File: src/rtl/vi_tx_frame_scheduler_pkg.sv
// vi_tx_frame_scheduler_pkg: shared FSM state encoding, default frame tags and frame length
// for the button/LED virtual interface (also used by the RX command decoder).
package vi_tx_frame_scheduler_pkg;
  typedef enum logic [2:0] {
    ST_IDLE,
    ST_SEND_TAG,
    ST_WAIT_TAG,
    ST_SEND_PAY,
    ST_WAIT_PAY
  } state_t;
  localparam logic [7:0] TAG_LED_DEF = 8'h4C;
  localparam logic [7:0] TAG_ACK_DEF = 8'h41;
  localparam int         FRAME_LEN   = 2;
endpackage

File: src/rtl/vi_tx_frame_scheduler_sync_timer.sv
// vi_sync_timer: free-running wrap counter 0..CLKS-1, o_tick high during the terminal count.
// Ports: i_clk clock, i_rst_n async active-low reset, o_tick terminal-count strobe.
module vi_sync_timer #(
  parameter int CLKS = 1000
) (
  input  logic i_clk,
  input  logic i_rst_n,
  output logic o_tick
);
  localparam int W = $clog2(CLKS);
  logic [W-1:0] r_cnt;
  assign o_tick = r_cnt == W'(CLKS - 1);
  always_ff @(posedge i_clk or negedge i_rst_n)
    if (!i_rst_n) r_cnt <= '0;
    else          r_cnt <= o_tick ? '0 : r_cnt + W'(1);
endmodule

File: src/rtl/vi_tx_frame_scheduler.sv
// vi_tx_frame_scheduler: shares one uart_tx between periodic LED sync and command-ack frames,
// each sent as [TAG][PAYLOAD] over the tx_dv/tx_done byte handshake.
// Ports: i_clk, i_rst_n (async active-low); i_leds live LED state; i_ack_req/i_ack_byte ack
// request; o_ack_busy ack in flight; o_tx_dv/o_tx_byte to uart_tx; i_tx_active/i_tx_done from
// uart_tx; o_frame_done pulse after a frame's payload completes.
// Optional: `SEND_ON_CHANGE_EN also requests an LED frame whenever leds differ from last sent.
module vi_tx_frame_scheduler
  import vi_tx_frame_scheduler_pkg::*;
#(
  parameter int         CLKS_PER_SYNC = 1000,
  parameter logic [7:0] TAG_LED       = TAG_LED_DEF,
  parameter logic [7:0] TAG_ACK       = TAG_ACK_DEF
) (
  input  logic       i_clk,
  input  logic       i_rst_n,
  input  logic [7:0] i_leds,
  input  logic       i_ack_req,
  input  logic [7:0] i_ack_byte,
  output logic       o_ack_busy,
  output logic       o_tx_dv,
  output logic [7:0] o_tx_byte,
  input  logic       i_tx_active,
  input  logic       i_tx_done,
  output logic       o_frame_done
);
  state_t     r_state, w_next;
  logic       r_sync_pend, r_ack_pend, r_is_ack, r_ack_busy, r_tx_dv, r_frame_done;
  logic [7:0] r_ack_reg, r_pay, r_tx_byte;
  logic       w_tick, w_start, w_start_ack, w_start_led, w_ack_acc, w_sync_set, w_pay_done;
`ifdef SEND_ON_CHANGE_EN
  logic [7:0] r_last_sent;
`endif
  vi_sync_timer #(.CLKS(CLKS_PER_SYNC)) u_timer (
    .i_clk  (i_clk),
    .i_rst_n(i_rst_n),
    .o_tick (w_tick)
  );
  always_comb begin
    w_start     = r_state == ST_IDLE && !i_tx_active && (r_ack_pend || r_sync_pend);
    w_start_ack = w_start && r_ack_pend;
    w_start_led = w_start && !r_ack_pend;
    w_ack_acc   = i_ack_req && !r_ack_busy;
    w_pay_done  = r_state == ST_WAIT_PAY && i_tx_done;
`ifdef SEND_ON_CHANGE_EN
    // An LED frame under construction (selection cycle included) already reports leds.
    w_sync_set  = w_tick || (i_leds != r_last_sent && !w_start_led &&
                             !(r_state != ST_IDLE && !r_is_ack));
`else
    w_sync_set  = w_tick;
`endif
    w_next = r_state;
    case (r_state)
      ST_IDLE:     w_next = w_start ? ST_SEND_TAG : ST_IDLE;
      ST_SEND_TAG: w_next = ST_WAIT_TAG;
      ST_WAIT_TAG: w_next = i_tx_done ? ST_SEND_PAY : ST_WAIT_TAG;
      ST_SEND_PAY: w_next = ST_WAIT_PAY;
      ST_WAIT_PAY: w_next = i_tx_done ? ST_IDLE : ST_WAIT_PAY;
      default:     w_next = ST_IDLE;
    endcase
  end
  always_ff @(posedge i_clk or negedge i_rst_n)
    if (!i_rst_n) begin
      r_state      <= ST_IDLE;
      r_sync_pend  <= 1'b0;
      r_ack_pend   <= 1'b0;
      r_is_ack     <= 1'b0;
      r_ack_busy   <= 1'b0;
      r_tx_dv      <= 1'b0;
      r_frame_done <= 1'b0;
      r_ack_reg    <= '0;
      r_pay        <= '0;
      r_tx_byte    <= '0;
    end else begin
      r_state      <= w_next;
      // A terminal count coinciding with an LED frame start keeps the request pending.
      r_sync_pend  <= w_sync_set || (r_sync_pend && !w_start_led);
      r_ack_pend   <= w_ack_acc || (r_ack_pend && !w_start_ack);
      r_ack_busy   <= w_ack_acc || (r_ack_busy && !(w_pay_done && r_is_ack));
      r_tx_dv      <= r_state == ST_SEND_TAG || r_state == ST_SEND_PAY;
      r_frame_done <= w_pay_done;
      if (w_ack_acc) r_ack_reg <= i_ack_byte;
      if (w_start) begin
        r_is_ack <= r_ack_pend;
        r_pay    <= r_ack_pend ? r_ack_reg : i_leds;
      end
      if (r_state == ST_SEND_TAG)      r_tx_byte <= r_is_ack ? TAG_ACK : TAG_LED;
      else if (r_state == ST_SEND_PAY) r_tx_byte <= r_pay;
    end
`ifdef SEND_ON_CHANGE_EN
  always_ff @(posedge i_clk or negedge i_rst_n)
    if (!i_rst_n)         r_last_sent <= '0;
    else if (w_start_led) r_last_sent <= i_leds;
`endif
  assign o_ack_busy   = r_ack_busy;
  assign o_tx_dv      = r_tx_dv;
  assign o_tx_byte    = r_tx_byte;
  assign o_frame_done = r_frame_done;
endmodule
File: config.mk
export PLATFORM = sky130hd
export DESIGN_NAME = vi_tx_frame_scheduler
export DESIGN_NICKNAME = d
export VERILOG_FILES = /design/src/rtl/vi_tx_frame_scheduler_pkg.sv /design/src/rtl/vi_tx_frame_scheduler_sync_timer.sv /design/src/rtl/vi_tx_frame_scheduler.sv
export SDC_FILE = /design/constraint.sdc
export NUM_CORES = 1
export LEC_CHECK = 0
export CAP_MARGIN = 10
export CORE_MARGIN = 2
export CORE_UTILIZATION = 50
export DETAILED_ROUTE_END_ITERATION = 7
export PLACE_DENSITY = 0.82
export RECOVER_POWER = 25
export SLEW_MARGIN = 40
export SYNTH_ARGS = -nofsm -noshare
export SYNTH_HDL_FRONTEND = slang
export SYNTH_SLANG_ARGS = --single-unit
File: constraint.sdc
create_clock -name i_clk -period 2.3 [get_ports i_clk]
set_input_delay 0.46 -clock i_clk [delete_from_list [all_inputs] [get_ports i_clk]]
set_output_delay 0.46 -clock i_clk [all_outputs]
set_load 0.03 [all_outputs]
Word-level counts from Yosys, hierarchy flattened

Index checks and enable logic that the tools add are counted.

Reduce and logical (&&, ||, !) cells: 23
Multiplexer cells: 9
Equal/unequal tests: 5
Add/sub/neg operators: 1

Operator list:

| kind                    | count |
|---|---|
| $mux W8                 | 3 |
| $pmux W3 S5             | 1 |
| $add A10 B1 Y10 const B | 1 |
| $eq A10 B10 Y1 const B  | 1 |
| $logic_and A1 B1 Y1     | 10 |
| $mux W10                | 1 |
| $eq A3 B2 Y1 const B    | 2 |
| $logic_not A1 Y1        | 6 |
| $logic_or A1 B1 Y1      | 5 |
| $mux W4                 | 1 |
| $eq A3 B1 Y1 const B    | 1 |
| $eq A3 B3 Y1 const B    | 1 |
| $logic_not A3 Y1        | 1 |
| $mux W3                 | 1 |
| $mux W1                 | 2 |
| $reduce_bool A2 Y1      | 1 |

Register bits after elaboration: 43
Output and inout bits: 11
Input bits: 21

Longest topological paths before layout

Word-level depth: 7
Mapped depth: 4
Mapped depth without buffers: 4

Cells and area by module

Synthesis repeated with hierarchy kept, for this count alone.

Cells, all modules: 151
Area total of the unflattened synthesis: 1,851.8 um^2

By module, submodules not included:

| module                | times used | cells each | area each (um^2) |
|---|---|---|---|
| vi_tx_frame_scheduler | 1          | 108        | 1,368.8 |
| vi_sync_timer         | 1          | 43         | 483.0 |

Worst setup path after synthesis

OpenSTA, ideal clock, no wires.

Path type: register -> register
Start point: reg r_state[2]
End point: reg r_is_ack
Cell stages (with the launch flop): 4
Arrival time: 1.505 ns
Buffers on the path: 0
Required time: 2.175 ns
Clock period less this slack: 1.630 ns
Setup slack: 0.670 ns
Cell sequence: dfrtp_1 or4_4 nor2_8 mux2_2

Word-level cells in the longest chain between the ends: 3

Ends and longest elaborated chain:

| element                           | line                        | RTL |
|---|---|---|
| from (decl)                       | vi_tx_frame_scheduler.sv:26 | `state_t r_state, w_next;` |
| from (signal assigned)            | vi_tx_frame_scheduler.sv:74 | `r_state <= w_next;` |
| $logic_not A3 Y1                  | vi_tx_frame_scheduler.sv:39 | `w_start = r_state == ST_IDLE && !i_tx_active && (r_ack_pend \|\| r_sync_pend);` |
| $logic_and A1 B1 Y1 (2 in series) | vi_tx_frame_scheduler.sv:39 |  |
| to (signal assigned)              | vi_tx_frame_scheduler.sv:83 | `r_is_ack <= r_ack_pend;` |
| to (decl)                         | vi_tx_frame_scheduler.sv:27 | `logic r_sync_pend, r_ack_pend, r_is_ack, r_ack_busy, r_tx_dv, r_frame_done;` |

Every way passes these cells.
A chain may end at the register's enable or synchronous reset.

Worst setup path in the final report

Start point: reg r_state[1]
End point: reg r_pay[4]

Word-level cells in the longest chain between the ends: 3

Ends and longest elaborated chain:

| element                           | line                        | RTL |
|---|---|---|
| $logic_not A3 Y1                  | vi_tx_frame_scheduler.sv:39 |  |
| $logic_and A1 B1 Y1 (2 in series) | vi_tx_frame_scheduler.sv:39 |  |
| to (signal assigned)              | vi_tx_frame_scheduler.sv:84 | `r_pay <= r_ack_pend ? r_ack_reg : i_leds;` |
| to (decl)                         | vi_tx_frame_scheduler.sv:28 | `logic [7:0] r_ack_reg, r_pay, r_tx_byte;` |

Every way passes these cells.

==> flow_summary.toml <==
[final_layout]
fin_nets = 210
largest_register_ffs = 10
area_delta_synth_final_pct = 26.7
registers.top_by_ff_count = "u_timer.r_cnt"
final_cells = 237
diodes = 0
finish.utilization = 0.645
drive_gt1_frac = 0.190

[synthesis]
avgSynthCellArea_um2 = 12.0
syn_nets = 175
synth_cell_types = 31
synth_seq_area_share = 0.586
synth_async_sr_flop_share = 1.00
synthesis.area_mm2 = 0.00184
yosys_register_bits = 43
ys_warn_count = 0
synth_cells = 153
synth-edff-count = 0
ys.flop_type = "dfrtp_1"

[detailed_routing]
wire_per_inst_um = 13.6
initialDrtViolationCount = 47
drc_errors = 0
drt_pre_antenna_iters = 4
vias = 1218
wl_um = 3210
ant_nets = 0
viasPerCell = 5.14

[clock_tree]
cts_setup_buffers = 0
cts_buffer_depth = 2
cts-resized-gates = 0
root_buffer = "clkbuf_8"
cts-hold-fix-buffers = 0
clk_pin_slew_ns = 0.08
cts_htree_levels = 2
cts_inserted_buffers = 5
cts_tree = "yes"
clock_latency_ns = 0.30
cts.sinks = 43

[power_and_ir_drop]
clkPwrFrac = 0.263
p_leak_nw = 1.02
ir_worst_vdd_mv = 0.520
internal_power_mw = 1.81
netSwitchingFraction = 0.304
seqPwrFrac = 0.455
p_per_area_mw_per_mm2 = 1120
power.total_mw = 2.60
p_switching_mw = 0.790
power_frac_comb = 0.281

[sta]
worstMarginPinSlew_ns = 1.02
rsz0062_at_grt = "no"
fin_ws_ns = 0.434
fin_crit_sh = 0.811
fin_tns_setup_ns = 0
slew-limit-headroom = 0.318
finalSetupViolations = 0
clock_skew_ns = 0.0129
min_period_ns = 1.87
hold_violations = 0
fmax_mhz = 536
drv_slew = 0

[floorplanning]
design.die.area_mm2 = 0.00417
core_area_mm2 = 0.00361
row_count = 22
die_h_um = 64.6
ioPinCount = 32
die_x_um = 64.6
start_util = 0.509

[critical_path]
crit_family = "simple AND/OR/NAND/NOR gates"
cp_num_buf_inv = 0
cpPeakStageDelay_ns = 0.64
crit_slowest_cell = "or4_4"
crit_fanout = 14
start_kind = "flip-flop"
worstPathCellList = "or4_4, nor2_8, mux2_2"
required_ns = 2.48
worstSetupPathType = "reg -> reg"
cp-end-kind = "flip-flop"
worstPathArrival_ns = 2.05

[grt]
grt_start_max_net_pins = 44
antenna_found_initial = 0
grt_usage = 0.183
grt_pass1_vias = 1225
overflow = 0
grt_first_pass_wirelength_um = 5740

[place]
post-place-ws_ns = 0.254
port_buffers = 31
gp_congestion = 0.702
post-dp-hpwl_um = 2300
dp.cells = 229

[job]
drv_cap = 0

[run_status]
status = "complete, no violations"

[hold_path]
hold_class = "in -> async"
==> cells in the final DEF (no fill, tap or decap), types with 5 or more instances in the layout <==
cell type	instances
mux2_2	25
nand3_1	5
clkdlybuf4s50_1	30
clkbuf_8	5
nor2_1	8
a21oi_1	5
o21ai_0	14
dfrtp_1	43
nand2_1	16
==> final timing paths <==
kind                                    from               end  slack [ns]  cells after the start
worst max-delay path              r_state[1]          r_pay[4]        0.43                      3
worst min-delay path                 i_rst_n      o_tx_byte[7]        0.33                      1
worst max register to register    r_state[1]          r_pay[4]        0.43                      3
worst min register to register  o_tx_byte[0]      o_tx_byte[0]        0.48                      2
max in group asynchronous            i_rst_n  u_timer.r_cnt[7]        1.34                      1
min in group i_clk              o_tx_byte[0]      o_tx_byte[0]        0.48                      2
==> cell type report <==
class / count / area [um2]
clock buffers: 6 / 72.6
clock inverters: 2 / 60.1
fillers: 281 / 1280
inverters: 3 / 11.3
multi-input cells: 103 / 734
flip-flops and latches: 43 / 1080
well taps: 48 / 60.1
repair buffers: 32 / 313
==> routing by layer <==
layer	global-route usage	part of all wire
met4	0.0638	0.016
met1	0.232	0.45
met3	0.0625	0.036
met5	0	0
met2	0.293	0.49
==> cell usage after synthesis, types with 3 or more instances <==
cell type / n / area share
dfrtp_1: 43 / 0.59
nand3_1: 5 / 0.014
nor2b_1: 3 / 0.010
a21oi_1: 5 / 0.014
inv_1: 3 / 0.0061
or3_1: 3 / 0.010
clkbuf_1: 3 / 0.0061
mux2_2: 25 / 0.15
nand2_1: 16 / 0.033
o21ai_0: 14 / 0.038
nor2_1: 8 / 0.016
==> worst register-to-register path, cell delays in order (launching register included) <==
cell     delay (ns)
dfrtp_1        0.54
or4_4          0.64
nor2_8         0.21
mux2_2         0.36
==> cells by family (layout without fill, tap and decap cells) <==
| kind of cell | count (synthesis) | after routing | share of synthesized area |
|---|---|---|---|
| and+or+nand+nor | 48 | 48 | 0.143 |
| DFF | 43 | 43 | 0.586 |
| muxes | 26 | 26 | 0.159 |
| AOI/OAI and AO/OA | 24 | 24 | 0.0722 |
| buffers and inverters | 7 | 43 | 0.0143 |
| xor gates and xnor gates | 4 | 4 | 0.0191 |
| adders and majority gates | 1 | 1 | 0.00681 |
==> through the flow <==
stage	cell area [um2]	hold slack (ns)
after floorplan	1840	0.164
after detailed placement	2200	0.470
after CTS	2330	0.147
final	2330	0.331
after global placement	2190	0.463
after global routing	2330	0.406
==> power groups by stage <==
stage	clock [mW]	sequential, mW	combinational, mW
global placement	0	1.18	0.714
detailed placement	0	1.20	0.735
floorplan	0	1.27	0.373
CTS	0.704	1.19	0.740
global route	0.742	1.22	0.802
finish	0.684	1.18	0.731
Power figures use the tool's default switching activity.
